**config.mk**
```make
export PLATFORM = sky130hd
export DESIGN_NAME = nuc_packer
export DESIGN_NICKNAME = d
export VERILOG_FILES = /design/src/rtl/nuc_packer.sv
export SDC_FILE = /design/constraint.sdc
export NUM_CORES = 2
export LEC_CHECK = 0
export ABC_AREA = 1
export BUFFER_PORTS_ARGS = -buffer_cell sky130_fd_sc_hd__buf_2
export CAP_MARGIN = 10
export CORE_AREA = 3 3 401 403
export DETAILED_ROUTE_END_ITERATION = 16
export DIE_AREA = 0 0 404 406
export PLACE_DENSITY = 0.44
export SLEW_MARGIN = 15
export SYNTH_ARGS = -nofsm -noshare
export SYNTH_HDL_FRONTEND = slang
export SYNTH_SLANG_ARGS = --single-unit
```
**constraint.sdc**
```tcl
create_clock -name clk -period 3.78 [get_ports clk]
set_input_delay 0.378 -clock clk [delete_from_list [all_inputs] [get_ports clk]]
set_output_delay 0.378 -clock clk [all_outputs]
set_load 0.02 [all_outputs]
```
**src/rtl/nuc_packer.sv**
```systemverilog
// Packs a stream of 2-bit nucleotides LSB-first into 512-bit words for the
// shift-register load path; flush closes a partial word with outLast set.
module nuc_packer #(
    parameter int DATA_W = 512,
    parameter int SYM_W  = 2,
    parameter int CNT_W  = 9
) (
    input  logic              clk,
    input  logic              rst,
    input  logic [SYM_W-1:0]  inNuc,
    input  logic              nucValid,
    output logic              nucReady,
    input  logic              flush,
    output logic [DATA_W-1:0] outData,
    output logic              outValid,
    input  logic              outReady,
    output logic [CNT_W-1:0]  outCount,
    output logic              outLast
);

    // state      | meaning
    // IDLE       | accumulator empty, no flush pending
    // FILL       | accumulator holds 1..255 nucleotides
    // FLUSH_WAIT | flushed partial word parked in acc until output register frees
    typedef enum logic [1:0] {IDLE, FILL, FLUSH_WAIT} state_t;

    localparam int SYMS = DATA_W / SYM_W;
    localparam logic [CNT_W-1:0] FULL_CNT = CNT_W'(SYMS);
    localparam logic [CNT_W-1:0] LAST_CNT = CNT_W'(SYMS - 1);

    state_t            state, state_d;
    logic [DATA_W-1:0] acc, acc_ins, acc_d;
    logic [CNT_W-1:0]  acc_cnt, cnt_ins, cnt_d, load_cnt;
    logic              out_free, take, close, load, load_last;

    assign out_free = !outValid || outReady;
    assign nucReady = ((acc_cnt != LAST_CNT) || out_free) && (state != FLUSH_WAIT);
    assign take     = nucValid && nucReady;

    always_comb begin
        acc_ins = acc;
        if (take) acc_ins[SYM_W*acc_cnt +: SYM_W] = inNuc;
        cnt_ins   = acc_cnt + {{(CNT_W-1){1'b0}}, take};
        acc_d     = acc_ins;
        cnt_d     = cnt_ins;
        state_d   = state;
        close     = 1'b0;
        load      = 1'b0;
        load_last = 1'b0;
        load_cnt  = cnt_ins;
        case (state)
            FLUSH_WAIT: begin
                if (out_free) begin
                    load      = 1'b1;
                    load_last = 1'b1;
                    acc_d     = '0;
                    cnt_d     = '0;
                    state_d   = IDLE;
                end
            end
            default: begin
                // a full word only completes when out_free, so only flush can stall
                close = (cnt_ins == FULL_CNT) || (flush && (cnt_ins != '0));
                if (close && out_free) begin
                    load      = 1'b1;
                    load_last = flush;
                    acc_d     = '0;
                    cnt_d     = '0;
                    state_d   = IDLE;
                end else if (close) begin
                    state_d = FLUSH_WAIT;
                end else begin
                    state_d = (cnt_ins == '0) ? IDLE : FILL;
                end
            end
        endcase
    end

    always_ff @(posedge clk or negedge rst) begin
        if (!rst) begin
            state    <= IDLE;
            acc      <= '0;
            acc_cnt  <= '0;
            outData  <= '0;
            outCount <= '0;
            outLast  <= 1'b0;
            outValid <= 1'b0;
        end else begin
            state   <= state_d;
            acc     <= acc_d;
            acc_cnt <= cnt_d;
            if (load) begin
                outData  <= acc_ins;
                outCount <= load_cnt;
                outLast  <= load_last;
                outValid <= 1'b1;
            end else if (outReady) begin
                outValid <= 1'b0;
            end
        end
    end

endmodule

```
==> impl_metrics.py <==
metrics = {
    "run_status": {
        "status": "finished, final reports clean",
    },
    "floorplanning": {
        "initial_core_util": 0.299,
        "num_rows": 146,
        "fp.dieW_um": 404,
        "io_pins": 531,
        "core_mm2": 0.158,
        "die_height_um": 406,
        "die_area_mm2": 0.164,
    },
    "setup_path": {
        "worstPathRequired_ns": 4.41,
        "reg2reg_slack_ns": 0.26,
        "r2r-start": "acc_cnt[6]$_DFF_PN0_",
        "r2r.worst_path.cells": 18,
        "worst_setup_path_end_kind": "flop",
        "worst-path-max-fanout": 56,
        "path_class": "flop to flop",
        "startpoint_type": "flop",
        "rr_endpoint": "outData[370]$_DFFE_PN0P_",
        "cp.arrival_ns": 4.15,
    },
    "power_and_ir_drop": {
        "pwr-share-clk": 0.326,
        "powerDensity_mw_per_mm2": 628,
        "combPwrFrac": 0.369,
        "max-vdd-ir-drop_v": 0.000655,
        "p_switching_uw": 15600,
        "leakagePower_uw": 0.0311,
        "p_sw_frac": 0.419,
        "p_seq_frac": 0.305,
        "intPower_uw": 21600,
    },
    "placement": {
        "place_hpwl_um": 156000,
        "port_buffers": 530,
        "gp_congestion": 0.990,
        "place_area_mm2": 0.0550,
        "place_ws_ns": 0.0943,
        "dp_cells": 8745,
    },
    "cells_and_area": {
        "layout.nets": 6814,
        "drive_above_1_share": 0.180,
        "instances_no_fill": 8980,
        "stdcell_area_mm2": 0.0593,
        "area_growth_pct": 25.5,
        "num-fill-cells": 16800,
    },
    "worst_hold_path": {
        "hold_depth": 6,
        "min_from": "nucValid",
        "hp-class": "input pin to flop",
        "whs_endpoint": "acc_cnt[0]$_DFF_PN0_",
    },
    "logic_synthesis": {
        "synth_most_common_cell": "nand2_1",
        "synth_edf_count": 0,
        "ys_async_sr_fraction": 1.00,
        "synth_cell_types": 33,
        "synthTopCellsByCount": "nand2_1 (2102), dfrtp_1 (1046), nor2_1 (771)",
        "synth_top_cells_by_area": "dfrtp_1 (55%), nand2_1 (17%), nor2_1 (6.1%), nand3_1 (6.0%), inv_1 (4.6%)",
        "yosys.area.top_type": "dfrtp_1",
        "netlist_instances": 6029,
        "syn_area_mm2": 0.0473,
        "synth_seq_cells": 1046,
        "synth_fp_nets": 6041,
        "synth.top_cell.area_share": 0.554,
        "syn_area_per_cell_um2": 7.84,
        "synthFlopType": "dfrtp_1",
        "ys_warn_count": 0,
        "ys_seq_area_frac": 0.554,
    },
    "routing": {
        "via_per_inst": 4.77,
        "wirelength_um": 207000,
        "vias": 42800,
        "drc": 0,
        "drtIter0Drc": 3770,
        "drt-wirelength-per-cell_um": 23.1,
        "antenna_left": 0,
        "drt_pass1_iterations": 6,
    },
    "job": {
        "max-cap-violations": 0,
    },
    "timing": {
        "period_minus_slack_ns": 3.52,
        "timing.hold.ws_ns": 0.257,
        "layout_setup_ws_ns": 0.258,
        "fmax_ghz": 0.284,
        "final-hold-violation-count": 0,
        "finalCritPeriodShare": 0.932,
        "maxSlewHeadroom": 0.244,
        "skew_ns": 0.0778,
        "slew_viol_final": 0,
        "rsz0062_at_grt": "true",
        "worst_pin_slew_ns": 1.13,
        "report.final.setup_viol": 0,
    },
    "cts": {
        "htree_levels": 3,
        "clk_pin_slew_worst_paths_ns": 0.06,
        "cts_buffers": 121,
        "root_buffer": "clkbuf_16",
        "clock-sinks": 1046,
        "clk_latency_ns": 0.81,
        "cts_tree": "built",
        "clk_path_buf_depth": 3,
        "post_cts_buffers": 0,
    },
    "global_routing": {
        "use_met1": 0.342,
        "grtUsageMet3": 0.0510,
        "grt_use_met2": 0.380,
        "gr-total-overflow": 0,
        "grt_pass1_vias": 40500,
        "grt_start_max_net_pins": 122,
        "grt_pass1_wl_um": 294000,
        "grt_antenna_before_repair": 8,
        "grt.total_usage": 0.247,
        "grt_most_used_layer": "met2",
    },
}
## metrics by stage
stage	setup TNS, ns	util	power, µW
after detailed placement	0	0.349	24800
final	0	0.376	37200
after global placement	0	0.349	24900
after floorplan	0	-	19200
after global routing	-0.0746	0.376	38800
after CTS	0	0.375	37100
## worst max-delay path by stage
stage / cells after the start / endpoint / start
6_report: 18 / outData[370]$_DFFE_PN0P_ / acc_cnt[6]$_DFF_PN0_
5_1_grt: 19 / outData[199]$_DFFE_PN0P_ / outValid$_DFFE_PN0P_
4_1_cts: 20 / outData[124]$_DFFE_PN0P_ / outValid$_DFFE_PN0P_
3_5_place_dp: 17 / outData[49]$_DFFE_PN0P_ / outReady
3_3_place_gp: 20 / outData[403]$_DFFE_PN0P_ / outReady
2_1_floorplan: 20 / acc[320]$_DFF_PN0_ / outValid$_DFFE_PN0P_
## layout make-up
type	instances	area, µm²	share of cell area
well taps	2072	2590	0.0437
diodes	3	7.51	0.000127
multi-input cells	4059	17300	0.291
inverters	606	2310	0.0389
flip-flops and latches	1046	26200	0.441
clock buffers	169	3510	0.0592
clock inverters	57	614	0.0104
repair buffers	968	6830	0.115
## placed cells by master, fill, tap and decap left out, drive strengths merged, types with 5 or more instances in the layout
cell	n
nand2	2105
dfrtp	1046
buf	962
nor2	797
inv	609
nand3	572
o21ai	383
clkbuf	172
nand4	141
clkinv	39
o21bai	16
xor2	13
nor3	11
clkinvlp	8
bufinv	7
a21oi	6
or2	6
ha	5
## power by group through the flow
stage          registers (µW)  logic, µW  clock network [µW]
2_1_floorplan           11600       7580                   0
3_3_place_gp            11600      13300                   0
3_5_place_dp            11600      13300                   0
4_1_cts                 11300      13300               12500
5_1_grt                 11400      14500               12900
6_report                11300      13700               12200
## registers in the layout, summed over array words and instances (netlist names)
register,count
state,2
acc,512
outLast,1
acc_cnt,9
outCount,9
outValid,1
outData,512
## metal layers
| layer | vias to the layer above | part of all wire |
|---|---|---|
| met2 | 1353 | 0.44 |
| met4 | 4 | 0.041 |
| met1 | 20900 | 0.44 |
| met5 | - | 0.00013 |
| met3 | 299 | 0.071 |
| li1 | 20300 | - |
## logic make-up (layout without fill, tap and decap cells)
logic type,Yosys count,after routing,share of synthesized area
AOI/OAI and AO/OA,406,406,0.0439
xor gates and xnor gates,13,13,0.00328
adders and majority gates,5,5,0.00132
buffers and inverters,924,1800,0.0824
DFF,1046,1046,0.554
other,0,3,0
and+or+nand+nor,3635,3635,0.315
## what timing repair did
| item | CTS | global route |
|---|---|---|
| gates resized for setup | 0 | 17 |
| hold buffers | 3 | 0 |
| hold endpoints to repair | 45 | 0 |
| endpoints found under the setup margin | 0 | 105 |
## critical path, stage by stage, from the launching register on
cell,delay (ns)
dfrtp_1,0.42
inv_2,0.06
nor3_1,0.27
nand4_1,0.18
nand3_2,0.11
inv_1,0.06
ha_1,0.20
ha_1,0.23
xor2_1,0.20
nor3_1,0.16
nand3_1,0.11
nor2_2,0.15
nand4_1,0.19
nand3_4,0.22
clkinv_16,0.15
buf_12,0.21
buf_12,0.20
nand3_1,0.13
nand2_1,0.07
No activity file was read; power rests on OpenSTA's default activity.
